===== src/rtl/mem_dma.sv =====
// XRAM-to-XRAM DMA engine: burst copy through a local buffer, or fill.
// Programmed through a 16-byte register window on the CPU XRAM bus.
module mem_dma #(
  parameter logic [15:0] ADDR_START  = 16'hfe40,
  parameter int          BLOCK_BYTES = 32
) (
  input  logic        clk,
  input  logic        rst,
  input  logic        stb,
  input  logic        wr,
  input  logic [15:0] addr,
  input  logic [7:0]  data_in,
  output logic [7:0]  data_out,
  output logic        ack,
  output logic        in_addr_range,
  output logic [15:0] xram_addr,
  output logic [7:0]  xram_data_out,
  input  logic [7:0]  xram_data_in,
  output logic        xram_stb,
  output logic        xram_wr,
  input  logic        xram_ack,
  output logic [1:0]  state,
  output logic        irq,
  output logic [15:0] count
);

  localparam int IW = $clog2(BLOCK_BYTES);
  localparam logic [IW-1:0] IDX_LAST = IW'(BLOCK_BYTES - 1);

  localparam logic [1:0] S_IDLE  = 2'b00;
  localparam logic [1:0] S_READ  = 2'b01;
  localparam logic [1:0] S_WRITE = 2'b10;

  logic [1:0]    r_state;
  logic [15:0]   r_rd_addr;
  logic [15:0]   r_wr_addr;
  logic [15:0]   r_len;
  logic [7:0]    r_fill;
  logic          r_mode;
  logic          r_done;
  logic [IW-1:0] r_idx;
  logic [15:0]   r_count;
  logic [7:0]    r_buf [BLOCK_BYTES];

  logic [3:0]  w_off;
  logic        w_reg_wr;
  logic        w_ctrl_wr;
  logic        w_idle;
  logic        w_start;
  logic        w_abort;
  logic        w_clr;
  logic        w_xfer;
  logic [15:0] w_idx16;
  logic [15:0] w_rd_ptr;
  logic [15:0] w_wr_ptr;
  logic [15:0] w_cnt_nx;
  logic        w_rd_last;
  logic        w_wr_fin;
  logic [7:0]  w_rdata;
  logic [15:0] w_xaddr;

  assign w_off         = addr[3:0];
  assign in_addr_range = addr[15:4] == ADDR_START[15:4];
  assign ack           = stb && in_addr_range;
  assign w_reg_wr      = stb && wr && ack;
  assign w_ctrl_wr     = w_reg_wr && (w_off == 4'd0);
  assign w_idle        = r_state == S_IDLE;

  assign w_start = w_ctrl_wr && data_in[0] && !data_in[1] && w_idle;
  assign w_abort = w_ctrl_wr && data_in[1] && !w_idle;
  assign w_clr   = w_ctrl_wr && data_in[2];

  assign xram_stb = (r_state == S_READ) || (r_state == S_WRITE);
  assign xram_wr  = r_state == S_WRITE;
  assign w_xfer   = xram_stb && xram_ack;

  // in WRITE, count already advances with idx, so it alone locates the byte
  assign w_idx16  = 16'(r_idx);
  assign w_rd_ptr = r_rd_addr + r_count + w_idx16;
  assign w_wr_ptr = r_wr_addr + r_count;
  assign w_cnt_nx = r_count + 16'd1;

  assign w_rd_last = (r_idx == IDX_LAST) ||
                     ((r_count + w_idx16 + 16'd1) == r_len);
  assign w_wr_fin  = w_cnt_nx == r_len;

  always_comb begin
    w_xaddr = '0;
    if (r_state == S_READ)
      w_xaddr = w_rd_ptr;
    else if (r_state == S_WRITE)
      w_xaddr = w_wr_ptr;
  end

  assign xram_addr     = w_xaddr;
  assign xram_data_out = !xram_wr ? 8'h00 :
                         r_mode   ? r_fill : r_buf[r_idx];

  always_comb begin
    w_rdata = '0;
    if (in_addr_range) begin
      case (w_off)
        4'd0:    w_rdata = {3'b0, r_mode, 1'b0, r_done, 2'b0};
        4'd1:    w_rdata = {5'b0, r_done, r_state};
        4'd2:    w_rdata = r_rd_addr[7:0];
        4'd3:    w_rdata = r_rd_addr[15:8];
        4'd4:    w_rdata = r_wr_addr[7:0];
        4'd5:    w_rdata = r_wr_addr[15:8];
        4'd6:    w_rdata = r_len[7:0];
        4'd7:    w_rdata = r_len[15:8];
        4'd8:    w_rdata = r_fill;
        4'd10:   w_rdata = r_count[7:0];
        4'd11:   w_rdata = r_count[15:8];
        default: w_rdata = '0;
      endcase
    end
  end

  assign data_out = w_rdata;
  assign state    = r_state;
  assign irq      = r_done;
  assign count    = r_count;

  always_ff @(posedge clk) begin
    if (rst) begin
      r_state   <= S_IDLE;
      r_rd_addr <= '0;
      r_wr_addr <= '0;
      r_len     <= '0;
      r_fill    <= '0;
      r_mode    <= 1'b0;
      r_done    <= 1'b0;
      r_idx     <= '0;
      r_count   <= '0;
      for (int i = 0; i < BLOCK_BYTES; i++)
        r_buf[i] <= '0;
    end else begin
      if (w_reg_wr && w_idle) begin
        case (w_off)
          4'd0:    r_mode            <= data_in[4];
          4'd2:    r_rd_addr[7:0]    <= data_in;
          4'd3:    r_rd_addr[15:8]   <= data_in;
          4'd4:    r_wr_addr[7:0]    <= data_in;
          4'd5:    r_wr_addr[15:8]   <= data_in;
          4'd6:    r_len[7:0]        <= data_in;
          4'd7:    r_len[15:8]       <= data_in;
          4'd8:    r_fill            <= data_in;
          default: ;
        endcase
      end

      // any set below overrides this clear
      if (w_clr)
        r_done <= 1'b0;

      unique case (r_state)
        S_IDLE: begin
          if (w_start) begin
            r_count <= '0;
            r_idx   <= '0;
            if (r_len == 16'd0)
              r_done  <= 1'b1;
            else
              r_state <= data_in[4] ? S_WRITE : S_READ;
          end
        end
        S_READ: begin
          if (w_xfer) begin
            r_buf[r_idx] <= xram_data_in;
            if (w_rd_last) begin
              r_idx   <= '0;
              r_state <= S_WRITE;
            end else begin
              r_idx <= r_idx + 1'b1;
            end
          end
        end
        S_WRITE: begin
          if (w_xfer) begin
            r_count <= w_cnt_nx;
            if (w_wr_fin) begin
              r_idx   <= '0;
              r_done  <= 1'b1;
              r_state <= S_IDLE;
            end else if (!r_mode && r_idx == IDX_LAST) begin
              r_idx   <= '0;
              r_state <= S_READ;
            end else if (!r_mode) begin
              r_idx <= r_idx + 1'b1;
            end
          end
        end
        default: r_state <= S_IDLE;
      endcase

      if (w_abort) begin
        r_idx   <= '0;
        r_done  <= 1'b1;
        r_state <= S_IDLE;
      end
    end
  end

endmodule


===== config.mk =====
export PLATFORM = sky130hd
export DESIGN_NAME = mem_dma
export DESIGN_NICKNAME = d
export VERILOG_FILES = /design/src/rtl/mem_dma.sv
export SDC_FILE = /design/constraint.sdc
export NUM_CORES = 1
export LEC_CHECK = 0
export CAP_MARGIN = 0
export CORE_ASPECT_RATIO = 1.1
export CORE_UTILIZATION = 45
export CTS_CLUSTER_SIZE = 12
export DETAILED_ROUTE_END_ITERATION = 6
export SYNTH_ARGS = -nofsm -noshare
export SYNTH_HDL_FRONTEND = slang
export SYNTH_SLANG_ARGS = --single-unit

===== constraint.sdc =====
create_clock -name clk -period 4.3 [get_ports clk]
set_input_delay 0.86 -clock clk [delete_from_list [all_inputs] [get_ports clk]]
set_output_delay 0.86 -clock clk [all_outputs]
set_load 0.05 [all_outputs]

# [Word-level counts from Yosys, hierarchy flattened]
# Memories as Yosys holds them, arrays and structs flattened. A register that Yosys moved wholly into a read port is not among the register bits.
# Cells that the tools add are included.
# Widths: inputs -> output; s select.
[word_totals] out_inout_bits=55 input_bits=37 wordCells=123 ramBits=256 memories=1 ff_bits=81
[classes] n_addsub=7 eq_ne=23 reduce_logical=36 muxes=44
[memory_table] name="r_buf" words=32 width=8 read_ports=1 rd_clocked_by_memory_dff=1 write_ports=32 line="43" source="logic [7:0] r_buf [BLOCK_BYTES];"
[op_table] operator="$pmux 8 s11" n=1
[op_table] operator="$mux 16" n=4
[op_table] operator="$mux 5" n=10
[op_table] operator="$add 16x1->16 const B" n=2
[op_table] operator="$add 16x16->16" n=2
[op_table] operator="$add 16x5->16" n=2
[op_table] operator="$eq 16x16->1" n=2
[op_table] operator="$mux 8" n=4
[op_table] operator="$pmux 16 s2" n=1
[op_table] operator="$eq 4x3->1 const B" n=4
[op_table] operator="$logic_not 16->1" n=1
[op_table] operator="$mux 2" n=8
[op_table] operator="$reduce_and 2->1" n=8
[op_table] operator="$pmux 5 s3" n=1
[op_table] operator="$logic_and 1x1->1" n=13
[op_table] operator="$mux 1" n=13
[op_table] operator="$eq 12x12->1 const B" n=1
[op_table] operator="$eq 4x4->1 const B" n=3
[op_table] operator="$eq 4x2->1 const B" n=2
[op_table] operator="$reduce_or 8->1" n=1
[op_table] operator="$ne 2x2->1 const B" n=3
[op_table] operator="$pmux 2 s3" n=1
[op_table] operator="$reduce_and 6->1" n=1
[op_table] operator="$add 5x1->5 const B" n=1
[op_table] operator="17 further kinds" n=21

# [Depth between registers and ports, before layout]
[depth] ltp_word=11 mapped_depth=16

# [Worst setup path after synthesis]
# OpenSTA, ideal clock, no wires.
[synth_path] path_type="register -> output" startpoint="register r_count[0] (netlist: count[0])" endpoint="output port xram_addr[11]" arrival_time_ps=4152 t_required_ps=3440 slack_ps=-712 stages_incl_launch_ff=16 cell_sequence="dfxtp_1 buf_2 inv_1 fa_1 inv_1 ha_1 inv_1 fa_1 nor2b_1 o21ai_0 a21boi_0 o41ai_1 o21ai_0 nor2_1 xor2_1 o21ai_0"
[synth_between] elab_chain_len=3 elab_cells_between_ends=5
[synth_rtl] item="start: declaration" line="42" source="logic [15:0] r_count;"
[synth_rtl] item="start signal: assignment" line="180" source="r_count <= w_cnt_nx;"
[synth_rtl] item="$add 16x16->16 (on tied branches)" line="79, 80"
[synth_rtl] item="$add 16x5->16 or $mux 16 (tied branches)" line="79, 91"
[synth_rtl] item="$mux 16 (*)" line="89" source="if (r_state == S_READ)"
[synth_rtl] item="end: declaration" line="16" source="output logic [15:0] xram_addr,"
# Mark *: on every way between the ends. The rest lies on a longest branch, timed or not.

# [Final worst setup path]
[layout_path] startpoint="register r_rd_addr[1]" endpoint="output port xram_addr[15]"
[layout_between] elab_chain_len=3
[layout_rtl] item="start: declaration" line="35" source="logic [15:0] r_rd_addr;"
[layout_rtl] item="start signal: assignment" line="141" source="4'd2: r_rd_addr[7:0] <= data_in;"
[layout_rtl] item="$add 16x16->16" line="79" source="assign w_rd_ptr = r_rd_addr + r_count + w_idx16;"
[layout_rtl] item="$add 16x5->16" line="79"
[layout_rtl] item="$mux 16" line="89"
# No other way between the ends.

==> impl_table.tex <==
\begin{tabular}{lr}
\hline
Metric & Value \\
\hline
\multicolumn{2}{l}{\textbf{Synthesis}} \\
\quad Fraction of the mapped netlist area in compound gates & 7.31\% \\
\quad Area share of xor/xnor cells in the synthesized design & 2.93\% \\
\quad Adder-cell share of the synthesized area & roughly 4.4\% \\
\quad Flip-flop and latch count after synthesis & between 300 and 400 \\
\quad Number of instances in the synthesized netlist & about 1,700 \\
\quad Post-Syn Area & around 19,000 µm² \\
\quad Ranking of synthesized cells by instance count & 256 x sky130\_fd\_sc\_hd\_\_and2\_1, 256 x sky130\_fd\_sc\_hd\_\_edfxtp\_1, 169 x sky130\_fd\_sc\_hd\_\_nor2\_1, 86 x sky130\_fd\_sc\_hd\_\_dfxtp\_1, 81 x sky130\_fd\_sc\_hd\_\_mux4\_2 \\
\quad Post-synthesis simple-gate area fraction & slightly below 20\% \\
\quad Count of warnings emitted by yosys & 0 \\
\quad Fraction of post-synthesis cell area in the top cell type by area & 40.2\% \\
\quad Sequential share of the synthesized area & between 40\% and 50\% \\
\quad Number of library cell types mapped by synthesis & 82 \\
\quad Multiplexer share of the synthesized area & a little over an eighth \\
\quad Main combinational cell family by area after synthesis & simple AND/OR/NAND/NOR gates \\
\quad Total nets after synthesis & between 1,500 and 2,000 \\
\quad Number of enable flip-flop cells after synthesis & 256 \\
\quad Area contributors post-synth & sky130\_fd\_sc\_hd\_\_edfxtp\_1 40\%, sky130\_fd\_sc\_hd\_\_mux4\_2 9.5\%, sky130\_fd\_sc\_hd\_\_dfxtp\_1 9.0\%, sky130\_fd\_sc\_hd\_\_and2\_1 8.4\%, sky130\_fd\_sc\_hd\_\_mux2i\_1 4.0\% \\
\quad Flip-flop cell with the highest count after synthesis & sky130\_fd\_sc\_hd\_\_edfxtp\_1 \\
\quad Mean cell area of the mapped netlist & 11.5 µm² \\
\quad Share of flip-flops with an asynchronous set or reset & 0\% \\
\quad Area leader, netlist & sky130\_fd\_sc\_hd\_\_edfxtp\_1 \\
\multicolumn{2}{l}{\textbf{Route}} \\
\quad Average wire length per cell after detail routing & 23.3 µm \\
\quad Final wirelength & approximately 55,000 µm \\
\quad DRC violation count after routing & 0 \\
\quad Starting DRT DRC Count & 1,013 \\
\quad Number of vias after detailed routing & $\sim$14,000 \\
\quad DRT antenna net count & 0 \\
\quad Number of iterations in the first detailed-routing pass & 5 \\
\quad Avg Vias per Cell & $\sim$5.7 \\
\multicolumn{2}{l}{\textbf{Clocking}} \\
\quad Clock slew at reported path FFs & approximately 60 ps \\
\quad CTS max path bufs & 3 \\
\quad Clock tree from TritonCTS & yes \\
\quad Number of CTS-inserted buffers & 38 \\
\quad Number of H-tree levels & 2 \\
\quad Clock tree root buffer cell & sky130\_fd\_sc\_hd\_\_clkbuf\_16 \\
\quad Clk sink count & between 300 and 400 \\
\quad Worst skew pair latency & about 540 ps \\
\multicolumn{2}{l}{\textbf{Hold path}} \\
\quad Hold Path Class & reg -> reg \\
\quad Count of cells along the worst hold path & 2 \\
\multicolumn{2}{l}{\textbf{Layout}} \\
\quad Fraction of layout cells with a size suffix above 1 & about a fifth \\
\quad Final standard cell area without fillers & between 20,000 and 25,000 µm² \\
\quad Net count reported at finish & 1,881 \\
\quad ANT cells & 0 \\
\quad Area taken by flip-flops and latches & $\sim$9400 µm² \\
\quad Area taken by multi-input logic gates & between 9000 and 10,000 µm² \\
\quad Area delta synth->final & 18.6\% \\
\quad Number of inserted filler cells in the final layout & about 3,600 \\
\multicolumn{2}{l}{\textbf{Placed design}} \\
\quad Standard cell area after detailed placement & $\sim$21,000 µm² \\
\quad Setup slack at placement & -191 ps \\
\quad Weighted congestion reported at the end of routability-driven placement & 0.934 \\
\quad Buffers added on ports & around 90 \\
\quad DP HPWL & $\sim$40,000 µm \\
\multicolumn{2}{l}{\textbf{Timing}} \\
\quad Max transition margin & between 30\% and 40\% \\
\quad Final cycle utilization of the critical path & 100\% \\
\quad Final critical-path required period & approximately 4300 ps \\
\quad Unrepaired setup endpoints after global routing & true \\
\quad Hold Vio Cnt, Final & 0 \\
\quad Number of endpoints failing setup at the final stage & 1 \\
\quad Max Freq & 232 MHz \\
\quad Slew at the pin with the worst max-slew slack & just over 1000 ps \\
\quad Total negative setup slack & -9.60 ps \\
\quad Worst-case setup margin in the final layout & -9.60 ps \\
\quad Pins Over Slew Limit & 0 \\
\quad Skew final & between 15 and 20 ps \\
\multicolumn{2}{l}{\textbf{Die}} \\
\quad Die Span X & 199 µm \\
\quad Total I/O pin count & $\sim$90 \\
\quad Effective utilization at floorplan & 46.0\% \\
\quad Placeable core area & roughly 42,000 µm² \\
\quad Die area & roughly 43,000 µm² \\
\quad Height of the chip & roughly 220 µm \\
\quad Row count & 78 \\
\multicolumn{2}{l}{\textbf{Worst setup path}} \\
\quad Slowest-stage cell, CP & sky130\_fd\_sc\_hd\_\_fa\_1 \\
\quad Delay contributed by the slowest stage of the critical path & approximately 550 ps \\
\quad Required time at the worst-slack endpoint & roughly 3400 ps \\
\quad Peak fanout along the critical path & 2 \\
\quad Stages on the worst setup path & 14 \\
\quad Buf/Inv on CP & 2 \\
\quad CP cell instances & fa\_1, ha\_2, inv\_2, fa\_2, nor2b\_2, o21ai\_2, a21boi\_2, o41ai\_4, o21ai\_4, o41ai\_4, o21ai\_2, xnor2\_1, a22o\_2, buf\_12 \\
\quad Flop-to-flop setup slack & approximately 570 ps \\
\quad Worst path arrival time & between 3000 and 4000 ps \\
\quad Endpoint type of the worst setup path & primary output \\
\quad Crit Path Category & reg -> out \\
\quad Critical path launch point type & flop \\
\quad FF-to-FF path depth & 12 \\
\quad Crit path max-delay family & adder cells \\
\multicolumn{2}{l}{\textbf{Run status}} \\
\quad Status & finished with violations \\
\quad Failing checks & negative setup slack \\
\multicolumn{2}{l}{\textbf{Pwr}} \\
\quad Worst vdd rail ir drop & 0.443 mV \\
\quad Power per cell area & $\sim$320 nW/µm² \\
\quad Design Power & 7.19 mW \\
\quad Leakage & 8.34 nW \\
\multicolumn{2}{l}{\textbf{Global route}} \\
\quad All-Layer GR Usage & a little over a quarter \\
\quad Via count of the first global-routing pass & 13,600 \\
\quad Global-route wire length before repair & between 80,000 and 90,000 µm \\
\quad Maximum number of pins on one net before global-route repair & 65 \\
\quad Overall overflow remaining after global route & 0 \\
\quad Initial antenna violation count & 0 \\
\multicolumn{2}{l}{\textbf{Flow run}} \\
\quad Reported max-cap violation count & 0 \\
\hline
\end{tabular}
==> where the power goes <==
part,internal [mW],total [mW],switching [mW]
Combinational,0.113,0.304,0.192
Clock,1.87,3.20,1.33
Sequential,3.65,3.68,0.0366
Total,5.63,7.19,1.56
==> flip-flops by register name, summed over array words and instances, names as in the netlist, named ones only <==
register,flops
r_len,16
r_buf,256
r_fill,8
irq,1
state,2
r_wr_addr,16
r_mode,1
r_idx,5
count,16
r_rd_addr,16
==> cell usage in the layout (no fill, tap or decap), types with 26 or more instances in the layout <==
cell,netlist,layout
sky130_fd_sc_hd__edfxtp_1,256,256
sky130_fd_sc_hd__xnor2_1,36,36
sky130_fd_sc_hd__nand3_1,34,34
sky130_fd_sc_hd__nand2_1,76,75
sky130_fd_sc_hd__mux2i_1,76,76
sky130_fd_sc_hd__mux4_2,81,81
sky130_fd_sc_hd__xor2_1,28,27
sky130_fd_sc_hd__ha_1,55,53
sky130_fd_sc_hd__o21ai_0,47,37
sky130_fd_sc_hd__a21oi_1,49,47
sky130_fd_sc_hd__buf_4,2,102
sky130_fd_sc_hd__and2_1,256,256
sky130_fd_sc_hd__nor2_1,169,169
sky130_fd_sc_hd__clkbuf_16,0,39
sky130_fd_sc_hd__buf_12,0,26
sky130_fd_sc_hd__clkdlybuf4s50_1,0,59
sky130_fd_sc_hd__or2_2,34,34
sky130_fd_sc_hd__dfxtp_1,86,79
==> worst min-delay path, cell delays in order, from the launching register on <==
cell	delay (ps)
sky130_fd_sc_hd__dfxtp_1	360
sky130_fd_sc_hd__mux2i_1	80
sky130_fd_sc_hd__nor2_1	70
==> worst paths after layout <==
kind,start,to
worst min-delay path,r_rd_addr[8],r_rd_addr[8]
worst min register to register,r_rd_addr[8],r_rd_addr[8]
worst max register to register,count[0],state[1]
worst max-delay path,r_rd_addr[1],xram_addr[15]
==> metal layers <==
| metal | vias to the layer above | wire (µm) | global-route usage, % |
|---|---|---|---|
| met5 | - | 0 | 0 |
| met4 | 0 | 2130 | 10.3 |
| met3 | 100 | 2420 | 2.87 |
| met2 | 431 | 28100 | 46.3 |
| met1 | 6696 | 22400 | 32.3 |
| li1 | 6287 | - | - |
==> timing repair <==
action,4_1_cts,5_1_grt
resized for setup,34,12
hold endpoints to repair,0,0
pin swaps,22,16
gates cloned,0,0
hold buffers,0,0
setup buffers,9,2
setup endpoints to repair,6,6
==> metrics by stage <==
stage / hold slack [ps] / util (%) / cells
2_1_floorplan: 478 / - / 1662
3_3_place_gp: 515 / 51.1 / 2292
3_5_place_dp: 517 / 51.1 / 2292
4_1_cts: 540 / 54.5 / 2363
5_1_grt: 570 / 54.6 / 2365
6_report: 540 / 54.6 / 2365
==> kinds of logic after synthesis <==
logic type               after synthesis
XOR/XNOR                              64
buffers and inverters                135
AO/OA/AOI/OAI                        206
flip-flops                           342
adder cells (fa/ha/maj)               63
AND/OR/NAND/NOR                      694
multiplexers                         158
==> layout make-up <==
| type | instances | share of cell area (%) |
|---|---|---|
| sequential | 342 | 41.5 |
| multi-input combinational | 1185 | 41.3 |
| timing repair buffer | 188 | 8.33 |
| clock buffer | 47 | 4.52 |
| tap | 560 | 3.09 |
| clock inverter | 17 | 0.794 |
| inverter | 26 | 0.430 |
Note: power is estimated with default switching activity, not from simulation.
